[src/rtl/adpcm_pcm_mux_arbiter_if.sv]
// adpcm_pcm_mux_arbiter_if
//   Bundles every signal around the PCM mux / YM IO nybble-bus arbiter:
//   - ADPCM-A reader side: a_mux_needed, a_ym_io_out/en, a_mux_sel, a_mux_oe_n,
//     a_pcm_load in; a_pause out.
//   - ADPCM-B reader side: b_req, b_ym_io_out/en, b_mux_sel, b_mux_oe_n,
//     b_pcm_load in; b_grant out.
//   - Board-level bus: ym_io_out, ym_io_en, mux_sel, mux_oe_n, pcm_load out.
//   - Status: preempt_count, b_timeout out; count_reset in.
//   Modport slave is the arbiter's view; modport master is the view of
//   whoever drives the reader inputs and observes the bus.
interface adpcm_pcm_mux_arbiter_if #(
  parameter int COUNT_WIDTH = 16
);
  logic                   a_mux_needed;
  logic [3:0]             a_ym_io_out;
  logic                   a_ym_io_en;
  logic [2:0]             a_mux_sel;
  logic                   a_mux_oe_n;
  logic                   a_pcm_load;
  logic                   a_pause;

  logic                   b_req;
  logic [3:0]             b_ym_io_out;
  logic                   b_ym_io_en;
  logic [2:0]             b_mux_sel;
  logic                   b_mux_oe_n;
  logic                   b_pcm_load;
  logic                   b_grant;

  logic [3:0]             ym_io_out;
  logic                   ym_io_en;
  logic [2:0]             mux_sel;
  logic                   mux_oe_n;
  logic                   pcm_load;

  logic [COUNT_WIDTH-1:0] preempt_count;
  logic                   b_timeout;
  logic                   count_reset;

  modport slave (
    input  a_mux_needed, a_ym_io_out, a_ym_io_en, a_mux_sel, a_mux_oe_n, a_pcm_load,
    input  b_req, b_ym_io_out, b_ym_io_en, b_mux_sel, b_mux_oe_n, b_pcm_load,
    input  count_reset,
    output a_pause, b_grant,
    output ym_io_out, ym_io_en, mux_sel, mux_oe_n, pcm_load,
    output preempt_count, b_timeout
  );

  modport master (
    output a_mux_needed, a_ym_io_out, a_ym_io_en, a_mux_sel, a_mux_oe_n, a_pcm_load,
    output b_req, b_ym_io_out, b_ym_io_en, b_mux_sel, b_mux_oe_n, b_pcm_load,
    output count_reset,
    input  a_pause, b_grant,
    input  ym_io_out, ym_io_en, mux_sel, mux_oe_n, pcm_load,
    input  preempt_count, b_timeout
  );
endinterface

[src/rtl/adpcm_pcm_mux_arbiter.sv]
// adpcm_pcm_mux_arbiter
//   Shares the single PCM mux / YM IO nybble bus between the ADPCM-A reader
//   (interruptible via a_pause) and the ADPCM-B reader (atomic once granted,
//   higher priority). A is preempted, the bus idles for GUARD_CYCLES, B is
//   granted, and the bus idles again for GUARD_CYCLES after B lets go.
//   Ports:
//     clk    system clock
//     reset  asynchronous, active-high reset
//     io     adpcm_pcm_mux_arbiter_if.slave (reader inputs, a_pause, b_grant,
//            board bus outputs, preempt_count, b_timeout, count_reset)
module adpcm_pcm_mux_arbiter #(
  parameter int GUARD_CYCLES = 2,
  parameter int B_MAX_HOLD   = 64,
  parameter int COUNT_WIDTH  = 16
) (
  input  logic                     clk,
  input  logic                     reset,
  adpcm_pcm_mux_arbiter_if.slave   io
);

  localparam int GW = $clog2(GUARD_CYCLES + 1);
  localparam int HW = $clog2(B_MAX_HOLD + 1);
  localparam logic [GW-1:0] GUARD_LAST = GW'(GUARD_CYCLES - 1);
  localparam logic [HW-1:0] HOLD_LAST  = HW'(B_MAX_HOLD - 1);

  typedef enum logic [2:0] {
    IDLE,
    A_OWN,
    GUARD_TO_B,
    B_OWN,
    GUARD_TO_A
  } state_t;

  state_t                 state, next_state;
  logic [GW-1:0]          guard_cnt;
  logic [HW-1:0]          hold_cnt;
  logic                   b_block;
  logic                   b_req_ok;
  logic                   preempt;
  logic                   timeout;
  logic                   a_pause_q;
  logic                   b_grant_q;
  logic                   b_timeout_q;
  logic [COUNT_WIDTH-1:0] preempt_count_q;

  function automatic logic [COUNT_WIDTH-1:0] sat_inc(input logic [COUNT_WIDTH-1:0] v);
    if (&v) return v;
    return v + COUNT_WIDTH'(1);
  endfunction

  // After a forced revoke B is ignored until IDLE has seen b_req low once,
  // so a B reader that keeps requesting cannot immediately re-acquire.
  assign b_req_ok = io.b_req & ~b_block;

  always_comb begin
    next_state = state;
    preempt    = 1'b0;
    timeout    = 1'b0;
    unique case (state)
      IDLE: begin
        if (b_req_ok)             next_state = GUARD_TO_B;
        else if (io.a_mux_needed) next_state = A_OWN;
      end
      A_OWN: begin
        if (b_req_ok) begin
          next_state = GUARD_TO_B;
          preempt    = 1'b1;
        end else if (!io.a_mux_needed) begin
          next_state = IDLE;
        end
      end
      GUARD_TO_B: begin
        if (!io.b_req)                  next_state = IDLE;
        else if (guard_cnt == GUARD_LAST) next_state = B_OWN;
      end
      B_OWN: begin
        if (!io.b_req) begin
          next_state = GUARD_TO_A;
        end else if (hold_cnt == HOLD_LAST) begin
          next_state = GUARD_TO_A;
          timeout    = 1'b1;
        end
      end
      GUARD_TO_A: begin
        if (guard_cnt == GUARD_LAST) next_state = IDLE;
      end
      default: next_state = IDLE;
    endcase
  end

  // Bus forwarding is purely a function of the registered state, so an async
  // reset drops the bus straight to idle values without passing through B.
  always_comb begin
    io.ym_io_out = 4'h0;
    io.ym_io_en  = 1'b0;
    io.mux_sel   = 3'd0;
    io.mux_oe_n  = 1'b1;
    io.pcm_load  = 1'b0;
    if (state == A_OWN) begin
      io.ym_io_out = io.a_ym_io_out;
      io.ym_io_en  = io.a_ym_io_en;
      io.mux_sel   = io.a_mux_sel;
      io.mux_oe_n  = io.a_mux_oe_n;
      io.pcm_load  = io.a_pcm_load;
    end else if (state == B_OWN) begin
      io.ym_io_out = io.b_ym_io_out;
      io.ym_io_en  = io.b_ym_io_en;
      io.mux_sel   = io.b_mux_sel;
      io.mux_oe_n  = io.b_mux_oe_n;
      io.pcm_load  = io.b_pcm_load;
    end
  end

  always_ff @(posedge clk or posedge reset) begin
    if (reset) begin
      state           <= IDLE;
      guard_cnt       <= '0;
      hold_cnt        <= '0;
      b_block         <= 1'b0;
      a_pause_q       <= 1'b0;
      b_grant_q       <= 1'b0;
      preempt_count_q <= '0;
      b_timeout_q     <= 1'b0;
    end else begin
      state <= next_state;

      // Both counters restart on every state change and only advance while
      // dwelling in the state they time.
      if (next_state != state)
        guard_cnt <= '0;
      else if (state == GUARD_TO_B || state == GUARD_TO_A)
        guard_cnt <= guard_cnt + GW'(1);

      if (next_state != state)
        hold_cnt <= '0;
      else if (state == B_OWN)
        hold_cnt <= hold_cnt + HW'(1);

      if (timeout)
        b_block <= 1'b1;
      else if (state == IDLE && !io.b_req)
        b_block <= 1'b0;

      a_pause_q <= (next_state == GUARD_TO_B) || (next_state == B_OWN) ||
                   (next_state == GUARD_TO_A);
      b_grant_q <= (next_state == B_OWN);

      if (io.count_reset) begin
        preempt_count_q <= '0;
        b_timeout_q     <= 1'b0;
      end else begin
        if (preempt) preempt_count_q <= sat_inc(preempt_count_q);
        if (timeout) b_timeout_q     <= 1'b1;
      end
    end
  end

  assign io.a_pause       = a_pause_q;
  assign io.b_grant       = b_grant_q;
  assign io.preempt_count = preempt_count_q;
  assign io.b_timeout     = b_timeout_q;

endmodule
[src/flat_wrapper.sv]
// flat-port wrapper written by rule: the top's interface ports become plain ports
module adpcm_pcm_mux_arbiter_flat 
#(
  parameter int GUARD_CYCLES = 2,
  parameter int B_MAX_HOLD   = 64,
  parameter int COUNT_WIDTH  = 16
)
  (clk, reset, io_a_mux_needed, io_a_ym_io_out, io_a_ym_io_en, io_a_mux_sel, io_a_mux_oe_n, io_a_pcm_load, io_b_req, io_b_ym_io_out, io_b_ym_io_en, io_b_mux_sel, io_b_mux_oe_n, io_b_pcm_load, io_count_reset, io_a_pause, io_b_grant, io_ym_io_out, io_ym_io_en, io_mux_sel, io_mux_oe_n, io_pcm_load, io_preempt_count, io_b_timeout);
  adpcm_pcm_mux_arbiter_if #(.COUNT_WIDTH(COUNT_WIDTH)) io_i ();
  input  logic clk;
  input  logic reset;
  input wire logic [$bits(io_i.a_mux_needed)-1:0] io_a_mux_needed;
  input wire logic [$bits(io_i.a_ym_io_out)-1:0] io_a_ym_io_out;
  input wire logic [$bits(io_i.a_ym_io_en)-1:0] io_a_ym_io_en;
  input wire logic [$bits(io_i.a_mux_sel)-1:0] io_a_mux_sel;
  input wire logic [$bits(io_i.a_mux_oe_n)-1:0] io_a_mux_oe_n;
  input wire logic [$bits(io_i.a_pcm_load)-1:0] io_a_pcm_load;
  input wire logic [$bits(io_i.b_req)-1:0] io_b_req;
  input wire logic [$bits(io_i.b_ym_io_out)-1:0] io_b_ym_io_out;
  input wire logic [$bits(io_i.b_ym_io_en)-1:0] io_b_ym_io_en;
  input wire logic [$bits(io_i.b_mux_sel)-1:0] io_b_mux_sel;
  input wire logic [$bits(io_i.b_mux_oe_n)-1:0] io_b_mux_oe_n;
  input wire logic [$bits(io_i.b_pcm_load)-1:0] io_b_pcm_load;
  input wire logic [$bits(io_i.count_reset)-1:0] io_count_reset;
  output wire logic [$bits(io_i.a_pause)-1:0] io_a_pause;
  output wire logic [$bits(io_i.b_grant)-1:0] io_b_grant;
  output wire logic [$bits(io_i.ym_io_out)-1:0] io_ym_io_out;
  output wire logic [$bits(io_i.ym_io_en)-1:0] io_ym_io_en;
  output wire logic [$bits(io_i.mux_sel)-1:0] io_mux_sel;
  output wire logic [$bits(io_i.mux_oe_n)-1:0] io_mux_oe_n;
  output wire logic [$bits(io_i.pcm_load)-1:0] io_pcm_load;
  output wire logic [$bits(io_i.preempt_count)-1:0] io_preempt_count;
  output wire logic [$bits(io_i.b_timeout)-1:0] io_b_timeout;
  assign io_i.a_mux_needed = io_a_mux_needed;
  assign io_i.a_ym_io_out = io_a_ym_io_out;
  assign io_i.a_ym_io_en = io_a_ym_io_en;
  assign io_i.a_mux_sel = io_a_mux_sel;
  assign io_i.a_mux_oe_n = io_a_mux_oe_n;
  assign io_i.a_pcm_load = io_a_pcm_load;
  assign io_i.b_req = io_b_req;
  assign io_i.b_ym_io_out = io_b_ym_io_out;
  assign io_i.b_ym_io_en = io_b_ym_io_en;
  assign io_i.b_mux_sel = io_b_mux_sel;
  assign io_i.b_mux_oe_n = io_b_mux_oe_n;
  assign io_i.b_pcm_load = io_b_pcm_load;
  assign io_i.count_reset = io_count_reset;
  assign io_a_pause = io_i.a_pause;
  assign io_b_grant = io_i.b_grant;
  assign io_ym_io_out = io_i.ym_io_out;
  assign io_ym_io_en = io_i.ym_io_en;
  assign io_mux_sel = io_i.mux_sel;
  assign io_mux_oe_n = io_i.mux_oe_n;
  assign io_pcm_load = io_i.pcm_load;
  assign io_preempt_count = io_i.preempt_count;
  assign io_b_timeout = io_i.b_timeout;
  adpcm_pcm_mux_arbiter #(.GUARD_CYCLES(GUARD_CYCLES), .B_MAX_HOLD(B_MAX_HOLD), .COUNT_WIDTH(COUNT_WIDTH)) u_core (.clk(clk), .reset(reset), .io(io_i));
endmodule
[config.mk]
export PLATFORM = sky130hd
export DESIGN_NAME = adpcm_pcm_mux_arbiter_flat
export DESIGN_NICKNAME = d
export VERILOG_FILES = /design/src/rtl/adpcm_pcm_mux_arbiter_if.sv /design/src/rtl/adpcm_pcm_mux_arbiter.sv /design/src/flat_wrapper.sv
export SDC_FILE = /design/constraint.sdc
export NUM_CORES = 1
export LEC_CHECK = 0
export CAP_MARGIN = 30
export CELL_PAD_IN_SITES_DETAIL_PLACEMENT = 0
export CELL_PAD_IN_SITES_GLOBAL_PLACEMENT = 1
export CORE_MARGIN = 1.5
export CORE_UTILIZATION = 36
export CTS_CLUSTER_DIAMETER = 100
export DETAILED_ROUTE_END_ITERATION = 8
export PLACE_DENSITY = 0.88
export SLEW_MARGIN = 20
export SYNTH_ARGS = -nofsm -noshare
export SYNTH_HDL_FRONTEND = slang
export SYNTH_SLANG_ARGS = --single-unit
[constraint.sdc]
create_clock -name clk -period 2.4 [get_ports clk]
set_input_delay 0.36 -clock clk [delete_from_list [all_inputs] [get_ports clk]]
set_output_delay 0.36 -clock clk [all_outputs]
set_load 0.02 [all_outputs]
==> key figures <==
Status
  – Outcome: finished clean

Floorplan
  – Die area: 6068 sq um
  – Initial core utilization: 36.90%
  – Die Wd: 77.90 microns
  – Std cell rows: 27
  – # IOs: 54
  – Die Height: 77.90 microns
  – Core footprint: 5473 sq um

Pwr
  – Switching Share: 26.90%
  – Leakage: between 1 and 1.5 nW
  – Clock Power Share: 38.2%
  – PD cells: 531.6 nW/um^2
  – Sequential Power Share: 38.5%
  – Peak supply drop: 0.0003237 V
  – Switching power: 405.7 uW
  – Combinational share of power: a little under a quarter
  – Int Power: 1.102 mW
  – Tot Pwr: 1.508 mW

Setup path
  – Critical path's top delay family: buffers and inverters
  – Worst Setup End Kind: output port
  – Setup crit start kind: flop
  – Slowest cell on the critical path: clkdlybuf4s50_1
  – Worst EP arrival: 1.90 ns
  – Crit path max fanout: 18
  – Worst path cell trace: buf_6 -> nor2b_1 -> a211o_1 -> clkdlybuf4s50_1
  – Critical Path RT: just over 2 ns
  – Critical path buffers and inverters: 2
  – R2R setup slack: 0.30 ns
  – CP max stage delay: 0.54 ns
  – Crit path kind: reg -> out

Timing
  – Final Hold Viols: 0
  – Max Fclk: 0.4434 GHz
  – Setup-failing EPs final: 0
  – Setup tns final: 0 ns
  – Min Hold Slack: 0.4475 ns
  – Clock Skew: about 0.0038 ns
  – Max Slew Vio Count: 0
  – Tmin final: 2.255 ns
  – Max_slew headroom: 53.08%
  – RSZ-0062 raised after global routing: no
  – Measured slew at the worst slew-check pin: between 0.6 and 0.7 ns
  – Tcrit/Tclk final: 93.96%

Yosys
  – Prevailing post-synth register cell: dfrtp_1
  – Top-count cell post-synth: dfrtp_1
  – Synth unique cells: 51
  – Synth area leaders: dfrtp_1, mux2i_1, mux2_2
  – Top cells by count, synth: dfrtp_1, nor2_1, a21oi_1
  – EDFF count, synth: 0
  – Yosys top cell area share: 39.65%
  – Fraction of registers with async set/reset: 100.0%
  – Synth Register Bits: 32
  – Synth Area per Inst: 9.306 sq um
  – Yosys Warn Count: 0
  – Yosys top cell by area: dfrtp_1
  – Cells after synthesis: 217
  – Post-Syn Nets: between 200 and 250
  – Share of the yosys chip area belonging to registers: approximately two fifths
  – Synth Cell Area: 2019 sq um

GRT
  – Initial antenna violation count: 0
  – Total grt overflow: 0
  – Vias in the first global route: 1768
  – Gr usage total: 17.47%
  – First-pass GRT wire length: between 8000 and 9000 microns
  – Largest net degree at the start of global routing: 33

CTS
  – CTS tree: yes
  – Clock Sink Count: 32
  – Hold_buf cts: 0
  – Htree depth: 2
  – CTS-repair resized insts: 0
  – Post-CTS Setup Inserts: 0
  – Clock buffer depth: 2
  – Clock Latency Late Sink: slightly below 0.3 ns
  – Worst-path clk slew: 0.07 ns
  – Root buffer cell: clkbuf_8
  – CTS Buf Count: 5

Routing
  – DRC: 0
  – Vias post-DR: ~1.9k
  – Routed WL: 5128 microns
  – Drt initial violations: approximately 120
  – Detailed-router iteration count before antenna repair: 4
  – Drt wl/cell: 14.49 microns
  – Via-to-Cell Ratio: 5.319
  – Antenna-violating nets left: 0

Finish
  – Layout cell share with drive strength beyond 1: around 14%
  – Antenna fix cells: 0
  – Fillcell total: 524
  – Final Util: 51.83%
  – Final std cells w/o fill: 354
  – Nets: 309
  – Area Growth Syn to Fin: 40.46%

Placement
  – Dpl cells: 346
  – Port bufs: 53
  – Post-DP HPWL: 3666 microns
  – Routability cong.: 0.7913

Min path
  – Hold crit path type: in -> async

Flow run
  – MaxCap Viol Count: 0
-- sequential cells by signal, summed over array words and instances, names as in the netlist --
name,cells
u_core.io.b_grant,1
u_core.io.preempt_count,16
u_core.io.a_pause,1
u_core.io.b_timeout,1
u_core.hold_cnt,7
u_core.b_block,1
u_core.state,3
u_core.guard_cnt,2
-- power groups by stage --
stage | Clock (mW) | Sequential (mW) | Combinational, mW
after floorplan | 0 | 0.596 | 0.194
after global placement | 0 | 0.590 | 0.346
after detailed placement | 0 | 0.591 | 0.350
after CTS | 0.582 | 0.580 | 0.351
after global routing | 0.603 | 0.585 | 0.383
final | 0.576 | 0.581 | 0.351
-- area by class of cell --
cell class / instances / area [sq um] / area share (%)
Sequential cell: 32 / 800.8 / 28.23
Timing Repair Buffer: 68 / 646.9 / 22.81
Multi-Input combinational cell: 168 / 1150 / 40.54
Clock inverter: 1 / 30.03 / 1.059
Tap cell: 72 / 90.09 / 3.176
Inverter: 6 / 22.52 / 0.7940
Clock buffer: 7 / 96.34 / 3.397
-- layout by cell type (no fill, tap or decap), drive strengths merged, types with 2 or more instances in the layout --
cell type | Yosys | final
clkdlybuf4s50 | 0 | 53
dfrtp | 32 | 32
nor2 | 22 | 22
a21oi | 17 | 17
nand2 | 15 | 15
buf | 3 | 15
mux2i | 11 | 11
nor2b | 10 | 10
nand3 | 9 | 9
mux2 | 8 | 8
clkbuf | 8 | 7
inv | 6 | 6
nand4 | 6 | 6
nor4 | 6 | 6
xnor2 | 5 | 5
or3 | 4 | 4
nor3 | 4 | 4
o21ai | 4 | 4
or4b | 4 | 4
o31ai | 3 | 3
o41ai | 3 | 3
xor2 | 3 | 3
ha | 3 | 3
and4 | 2 | 2
a2111oi | 2 | 2
and3 | 2 | 2
a31oi | 2 | 2
nand2b | 2 | 2
or2 | 2 | 2
nor4b | 2 | 2
a211oi | 2 | 2
-- through the flow --
step	area (sq um)	worst slack (ns)
after floorplan	2019	0.4366
after global placement	2706	0.1428
after global routing	2836	0.06061
after detailed placement	2706	0.1192
after CTS	2833	0.09066
final	2836	0.1449
-- worst reg2reg max path, stage by stage, from the launching register on --
cell and delay [ns]:
dfrtp_1 0.41, ha_1 0.24, and4b_1 0.32, a211oi_2 0.12, or4b_1 0.57, buf_4 0.20
a21oi_1 0.16
-- kinds of logic (layout without fill, tap and decap cells) --
group	after synthesis	after routing	share of synthesized area, %
AO/OA/AOI/OAI	42	42	14.13
XOR/XNOR	8	8	3.470
adder cells (fa/ha/maj)	3	3	1.859
buffers and inverters	17	82	3.407
flip-flops	32	32	39.65
multiplexers	19	19	9.914
AND/OR/NAND/NOR	96	96	27.57
-- worst paths after layout --
path / startpoint / to / depth (start not counted)
max in group asynchronous: reset / u_core.state[0] / 3
worst min-delay path: reset / u_core.hold_cnt[3] / 3
worst max register to register: u_core.hold_cnt[0] / u_core.hold_cnt[3] / 6
min in group clk: u_core.io.b_timeout / u_core.io.b_timeout / 2
worst min register to register: u_core.io.b_timeout / u_core.io.b_timeout / 2
worst max-delay path: u_core.state[1] / io_mux_oe_n / 4
-- routing by layer --
layer / up-vias / track usage (%) / routed length [microns]
met4: 0 / 5.357 / 81
met2: 39 / 28.61 / 2514
met3: 11 / 3.882 / 163
met1: 907 / 22.90 / 2368
met5: - / 0 / 0
li1: 926 / - / -
(Power assumes the default switching activity.)
